--- src/rtl/atconv_readback.sv ---
// atconv_readback: sweeps an ATCONV result layer out on a valid/ready stream.
// Define ATCONV_READBACK_CHECKSUM_EN to build the 16-bit running checksum.
module atconv_readback #(
   parameter int L0_DEPTH = 4096,
   parameter int L1_DEPTH = 1024,
   parameter int AW       = 12,
   parameter int DW       = 13
) (
   input  logic          clk,
   input  logic          reset,
   input  logic          start,
   input  logic          sel_layer,
   output logic          busy,
   output logic          done,
   output logic          crd,
   output logic [AW-1:0] caddr_rd,
   input  logic [DW-1:0] cdata_rd,
   output logic          csel,
   output logic          out_valid,
   output logic [DW-1:0] out_data,
   output logic          out_last,
   input  logic          out_ready,
   output logic          neg_err,
   output logic [15:0]   checksum
);

   typedef enum logic [1:0] {
      S_IDLE,
      S_READ,
      S_DRAIN,
      S_FIN
   } state_t;

   localparam logic [AW-1:0] L0_LAST = AW'(L0_DEPTH - 1);
   localparam logic [AW-1:0] L1_LAST = AW'(L1_DEPTH - 1);

   state_t        state;
   state_t        nstate;
   logic [AW-1:0] addr;
   logic [AW-1:0] last_addr;
   logic          accept;
   logic          inflight;
   logic          ilast;
   logic [1:0]    cnt;
   logic [1:0]    n_cnt;
   logic [DW-1:0] q0;
   logic [DW-1:0] q1;
   logic [DW-1:0] n_q0;
   logic [DW-1:0] n_q1;
   logic          l0;
   logic          l1;
   logic          n_l0;
   logic          n_l1;
   logic          pop;
   logic          push;
   logic          hs;

   assign last_addr = csel ? L1_LAST : L0_LAST;
   assign caddr_rd  = addr;

   // The head word bypasses the FIFO while it is still on the read bus.
   assign out_valid = (cnt != 2'd0) || inflight;
   assign out_data  = (cnt != 2'd0) ? q0 : (inflight ? cdata_rd : '0);
   assign out_last  = (cnt != 2'd0) ? l0 : (inflight && ilast);
   assign hs        = out_valid && out_ready;

   // Skid FIFO: pop the head on accept, capture any returned word not consumed.
   always_comb begin
      n_cnt = cnt;
      n_q0  = q0;
      n_q1  = q1;
      n_l0  = l0;
      n_l1  = l1;
      pop   = (cnt != 2'd0) && out_ready;
      push  = inflight && !((cnt == 2'd0) && out_ready);
      if (pop) begin
         n_q0  = q1;
         n_l0  = l1;
         n_cnt = cnt - 2'd1;
      end
      if (push) begin
         if (n_cnt == 2'd0) begin
            n_q0 = cdata_rd;
            n_l0 = ilast;
         end else begin
            n_q1 = cdata_rd;
            n_l1 = ilast;
         end
         n_cnt = n_cnt + 2'd1;
      end
   end

   // Next state and control; reads only while buffered + in-flight < 2.
   always_comb begin
      nstate = state;
      busy   = 1'b0;
      done   = 1'b0;
      crd    = 1'b0;
      accept = 1'b0;
      unique case (state)
         S_IDLE: begin
            if (start) begin
               accept = 1'b1;
               nstate = S_READ;
            end
         end
         S_READ: begin
            busy = 1'b1;
            crd  = (cnt == 2'd0) || ((cnt == 2'd1) && !inflight);
            if (crd && (addr == last_addr)) nstate = S_DRAIN;
         end
         S_DRAIN: begin
            busy = 1'b1;
            if (n_cnt == 2'd0) nstate = S_FIN;
         end
         S_FIN: begin
            done   = 1'b1;
            nstate = S_IDLE;
         end
         default: nstate = S_IDLE;
      endcase
   end

   // State register.
   always_ff @(posedge clk or negedge reset) begin
      if (!reset) state <= S_IDLE;
      else        state <= nstate;
   end

   // Read address, in-flight tracking, FIFO storage and sticky error.
   always_ff @(posedge clk or negedge reset) begin
      if (!reset) begin
         addr     <= '0;
         inflight <= 1'b0;
         ilast    <= 1'b0;
         cnt      <= 2'd0;
         q0       <= '0;
         q1       <= '0;
         l0       <= 1'b0;
         l1       <= 1'b0;
         csel     <= 1'b0;
         neg_err  <= 1'b0;
      end else begin
         inflight <= crd;
         ilast    <= crd && (addr == last_addr);
         cnt      <= n_cnt;
         q0       <= n_q0;
         q1       <= n_q1;
         l0       <= n_l0;
         l1       <= n_l1;
         if (accept) begin
            csel    <= sel_layer;
            addr    <= '0;
            neg_err <= 1'b0;
         end else begin
            if (crd && (addr != last_addr)) addr <= addr + AW'(1);
            if (hs) neg_err <= neg_err | out_data[DW-1];
         end
      end
   end

`ifdef ATCONV_READBACK_CHECKSUM_EN
   logic [15:0] sum;

   // Running modulo-2^16 sum of accepted words, cleared on a new sweep.
   always_ff @(posedge clk or negedge reset) begin
      if (!reset)      sum <= '0;
      else if (accept) sum <= '0;
      else if (hs)     sum <= sum + 16'(out_data);
   end

   assign checksum = sum;
`else
   assign checksum = '0;
`endif

endmodule

--- config.mk ---
export PLATFORM = sky130hd
export DESIGN_NAME = atconv_readback
export DESIGN_NICKNAME = d
export VERILOG_FILES = /design/src/rtl/atconv_readback.sv
export SDC_FILE = /design/constraint.sdc
export NUM_CORES = 1
export LEC_CHECK = 0
export ABC_AREA = 1
export BUFFER_PORTS_ARGS = -buffer_cell sky130_fd_sc_hd__buf_4
export CAP_MARGIN = 15
export CELL_PAD_IN_SITES_DETAIL_PLACEMENT = 1
export CELL_PAD_IN_SITES_GLOBAL_PLACEMENT = 2
export CORE_UTILIZATION = 30
export CTS_CLUSTER_DIAMETER = 60
export DETAILED_ROUTE_END_ITERATION = 8
export PLACE_DENSITY = 0.8
export SYNTH_ARGS = -nofsm -noshare
export SYNTH_HDL_FRONTEND = slang
export SYNTH_SLANG_ARGS = --single-unit
--- constraint.sdc ---
create_clock -name clk -period 2.32 [get_ports clk]
set_input_delay 0.116 -clock clk [delete_from_list [all_inputs] [get_ports clk]]
set_output_delay 0.116 -clock clk [all_outputs]
set_load 0.005 [all_outputs]
## After elaboration in Yosys (flattened, before gate mapping)

Index checks and enable logic that the tools add are counted.

- Add/subtract/negate cells: 3
- Equal/unequal tests: 9
- Mux-type cells: 25
- Bitwise gates (word level): 2
- Reduce and logical (&&, ||, !) cells: 23

Operator list:

| operator | count |
|---|---|
| 13-bit two-way mux | 5 |
| 12-bit two-way mux | 3 |
| 12-bit by 1-bit adder with 12-bit output, second input constant | 1 |
| 12-bit == test | 1 |
| 12-bit != test | 1 |
| 1-bit two-way mux | 11 |
| 2-bit two-way mux | 5 |
| 1-bit logical AND | 9 |
| 2-bit logical NOT | 4 |
| 2-bit case mux with 4 select lines | 1 |
| 2-bit != test, second input constant | 3 |
| 2-bit nonzero test | 3 |
| 2-bit by 1-bit == test with 1-bit output, second input constant | 2 |
| 2-bit == test, second input constant | 2 |
| 3-bit AND reduction | 1 |
| 2-bit by 1-bit adder with 2-bit output, second input constant | 1 |
| 1-bit logical NOT | 2 |
| 1-bit logical OR | 2 |
| 2-bit AND reduction | 1 |
| 2-bit OR reduction | 1 |
| 2-bit by 1-bit subtractor with 2-bit output, second input constant | 1 |
| 1-bit inverter | 1 |
| 1-bit OR | 1 |

- Register bits after elaboration: 48
- Output and inout bits: 48

## Logic depth before layout (Yosys ltp)

- Depth in word-level cells: 8
- Gate-level depth with buffers: 15
- Gate-level depth less buffers: 14

## Worst setup path before layout

Ideal clock, no wire load.

- Path kind: flip-flop to flip-flop
- Start point: register cnt[0]
- End point: register state[1]
- Library setup time: 0.117 ns
- Data arrival time: 1.899 ns
- Data required time: 2.203 ns
- Slack: 0.304 ns
- Stages on the path, launching flop included: 16
- Buffers on the path: 1
- Cells stage by stage: dfrtp_1 -> inv_1 -> ha_1 -> buf_4 -> inv_4 -> nand2_4 -> nand2_1 -> and2_1 -> ha_1 -> or2_1 -> nand2_1 -> nand2_1 -> nand2_1 -> nand3_1 -> nand2_1 -> nand2_1

- Word-level cells in the longest chain between the ends: 8
- Elaborated cells on any way between the ends: 18

Ends and longest elaborated chain:

| item | RTL line | source |
|---|---|---|
| start, declared | 44 | `logic [1:0] cnt;` |
| start signal, assigned | 146 | `cnt <= n_cnt;` |
| parallel branches: the longest is 7 deep, another holds 2-bit by 1-bit subtractor with 2-bit output | n/a |  |
| 3-bit AND reduction (no line) (*) | n/a |  |
| end signal, assigned | 127 | `else state <= nstate;` |
| end, declared | 37 | `state_t state;` |

Mark *: on every way between the ends.
A chain may end at the register's enable or synchronous reset.

## Final worst setup path

- Start point: register cnt[0]
- End point: output out_data[12]

- Word-level cells in the longest chain between the ends: 2

Ends and longest elaborated chain:

| item | RTL line | source |
|---|---|---|
| 2-bit nonzero test | 63 | `assign out_data = (cnt != 2'd0) ? q0 : (inflight ? cdata_rd : '0);` |
| 13-bit two-way mux | 63 |  |
| end, declared | 20 | `output logic [DW-1:0] out_data,` |

Every way passes these cells.

==> impl_metrics.yaml <==
synthesis:
  synthCells: 348
  synth_xor_area_share_pct: 2.23
  yosys.cell_types.count: 32
  synth.largest_area_cell: "dfrtp_1"
  muxShareOfSynthArea_pct: 0
  synth-async-reset-ratio_pct: 100
  syn_area_mm2: 0.00275
  synth_simple_gate_area_share_pct: 23.4
  ys_seq_area_share_pct: 43.7
  synth-edff-count: 0
  avgSynthCellArea_um2: 7.90
  ys.flop_type: "dfrtp_1"
  yosysMostFrequentCell: "nand2_1"
  ys_top_cells_by_count: "nand2_1 (85), dfrtp_1 (48), inv_1 (44)"
  synth_compound_area_share_pct: 13.0
  synth_seq_cells: 48
  synth_top_family_by_area: "simple AND/OR/NAND/NOR gates"
  ys_top_cells_by_area: "dfrtp_1 (44%), nand2_1 (12%), o21ai_0 (7.8%), inv_1 (6.0%), buf_4 (4.9%)"
  ys_warn_count: 0
  synth_top_area_share_pct: 43.7
  synthAdderAreaFrac_pct: 4.09
status:
  violations: "DRC"
  status: "finished with violations"
clock_network:
  numCtsBuffers: 5
  postCtsSetupBuffers: 0
  clk_pin_slew_ns: 0.08
  cts_tree: "yes"
  root_buffer: "clkbuf_8"
  htreeDepth: 2
  clk_latency_ns: 0.30
  cts.sinks: 48
  cts_buffer_depth: 2
critical_path:
  start_kind: "register"
  crit_slowest_cell: "dfrtp_1"
  end_kind: "output pin"
  r2r_cells: 12
  cpMostUsedCell: "buf_4"
  crit_family: "buffers and inverters"
  r2r_slack_ns: 0.22
  cp.arrival_ns: 2.01
  path_depth: 7
  cp.required_ns: 2.20
  path_max_fanout: 15
  cp_slowest_stage_delay_ns: 0.41
  path_cells: "inv_1 -> ha_1 -> buf_4 -> nand2_2 -> buf_4 -> o22ai_1 -> buf_4"
  crit_type: "reg -> out"
  crit_buf_inv: 4
routing:
  drtPass1Iterations: 6
  wl_per_cell_um: 13.8
  ant_nets: 0
  totalWireLength_um: 6960
  drt_iter0_drc: 53
  drc_errors: 10
  via_count: 2364
  via_per_inst: 4.68
timing:
  fin_crit_ns: 2.12
  final_max_slew_viol_count: 0
  fmax_ghz: 0.471
  finalCritPeriodShare_pct: 91.6
  rsz0062_at_grt: "false"
  setup_viol: 0
  slew_headroom_pct: 56.3
  fin_setup_tns_ns: 0
  hold_viol_final: 0
  whs_ns: 0.0162
  skew_ns: 0.00860
  tightest_slew_ns: 0.655
layout:
  final_cells: 505
  antenna_cells: 0
  final_cell_area_mm2: 0.00325
  syn2layout_area_growth_pct: 18.1
  fin_nets: 424
  fin_util_pct: 36.9
  drive_gt1_share_pct: 19.4
power_and_ir_drop:
  p_per_area_mw_per_mm2: 1140
  ir_drop_v: 0.000530
  p_leak_nw: 1.67
placement:
  portBuffers: 49
  place_area_mm2: 0.00316
  dpl.hpwl_um: 4960
  gp_congestion: 0.761
  numPlacedInstances: 497
floorplan:
  core_area_mm2: 0.00881
  io_pins: 66
  die_h_um: 97.7
  fp-row-count: 34
  die_w_um: 97.7
  initial_core_util_pct: 31.2
  die-area_mm2: 0.00955
min_path:
  holdPathStages: 3
  holdCritPathClass: "in -> reg"
grt:
  grt_usage_pct: 15.1
  grtUsageMet1_pct: 19.6
  grt-ovfl-total: 0
  grt_pass1_vias: 2335
  met2_usage_pct: 25.9
  grt_max_degree: 49
  use_met3_pct: 2.93
  grt_pass1_wl_um: 11500
  antenna_found_initial: 0
  top_usage_layer: "met2"
job:
  cap_violations: 0
==> final timing paths <==
kind,to,start
min in group asynchronous,q0[7]$_DFF_PN0_,reset
min,csel$_DFFE_PN0P_,sel_layer
max reg2reg,state[1]$_DFFE_PN0P_,cnt[0]$_DFF_PN0_
min reg2reg,q1[11]$_DFFE_PN0P_,q1[11]$_DFFE_PN0P_
max in group asynchronous,q0[4]$_DFF_PN0_,reset
max,out_data[12],cnt[0]$_DFF_PN0_
==> power by group <==
group | internal, W | total [W] | switching, W
registers | 0.00116 | 0.00135 | 0.000193
logic | 0.000800 | 0.00186 | 0.00106
clock network | 0.000206 | 0.000486 | 0.000280
==> logic make-up after synthesis <==
family                   after synthesis
AND/OR/NAND/NOR                      143
buffers and inverters                 75
AO/OA/AOI/OAI                         65
flip-flops                            48
adder cells (fa/ha/maj)                9
XOR/XNOR                               7
other                                  1
==> worst min-delay path: cells and delay by family <==
| kind | cells | cell delay, ns |
|---|---|---|
| buffers and inverters | 1 | 0.07 |
| and+or+nand+nor | 2 | 0.09 |
==> cell type report <==
cell class	instances	area (µm²)
multi-input combinational	240	1240
fill	1089	5560
inverter	47	179
timing repair buffer	55	415
clock inverter	1	5.00
clock buffer	6	72.6
tap	108	135
sequential	48	1200
==> flip-flops by register name, indices dropped and copies added (netlist names) <==
name      flops
state         2
q1           13
ilast         1
neg_err       1
caddr_rd     12
csel          1
cnt           2
l0            1
q0           13
l1            1
inflight      1
==> timing repair <==
item	in CTS	in global routing
hold endpoints to repair	48	0
setup endpoints to repair	0	1
hold buffers	1	0
resized for setup	0	1
==> metal layers <==
layer | wire length [µm] | part of all wire [%] | vias up
met1 | 3300 | 47 | 1131
met5 | 0 | 0 | -
met2 | 3330 | 48 | 46
li1 | - | - | 1182
met4 | 50 | 0.72 | 0
met3 | 274 | 3.9 | 5
==> through the flow <==
step / power (W) / setup WS, ns
after global placement: 0.00320 / 0.269
final: 0.00370 / 0.196
after detailed placement: 0.00327 / 0.222
after CTS: 0.00378 / 0.0558
after global routing: 0.00408 / 0.0148
after floorplan: 0.00252 / 0.304
==> cell usage in the layout, fill, tap and decap left out, types with 2 or more instances in the layout <==
| cell type | n |
|---|---|
| dfrtp_1 | 48 |
| buf_4 | 54 |
| conb_1 | 16 |
| nor2_2 | 3 |
| nand2_1 | 84 |
| xnor2_1 | 4 |
| clkbuf_8 | 5 |
| nand3_1 | 20 |
| a31oi_1 | 4 |
| o31ai_1 | 4 |
| o22ai_1 | 11 |
| nand2_4 | 3 |
| inv_1 | 44 |
| nand2_2 | 4 |
| xor2_1 | 3 |
| nor2_1 | 17 |
| ha_1 | 9 |
| nand4_1 | 6 |
| o21ai_0 | 43 |
| inv_2 | 2 |
Power figures use the tool's default switching activity.
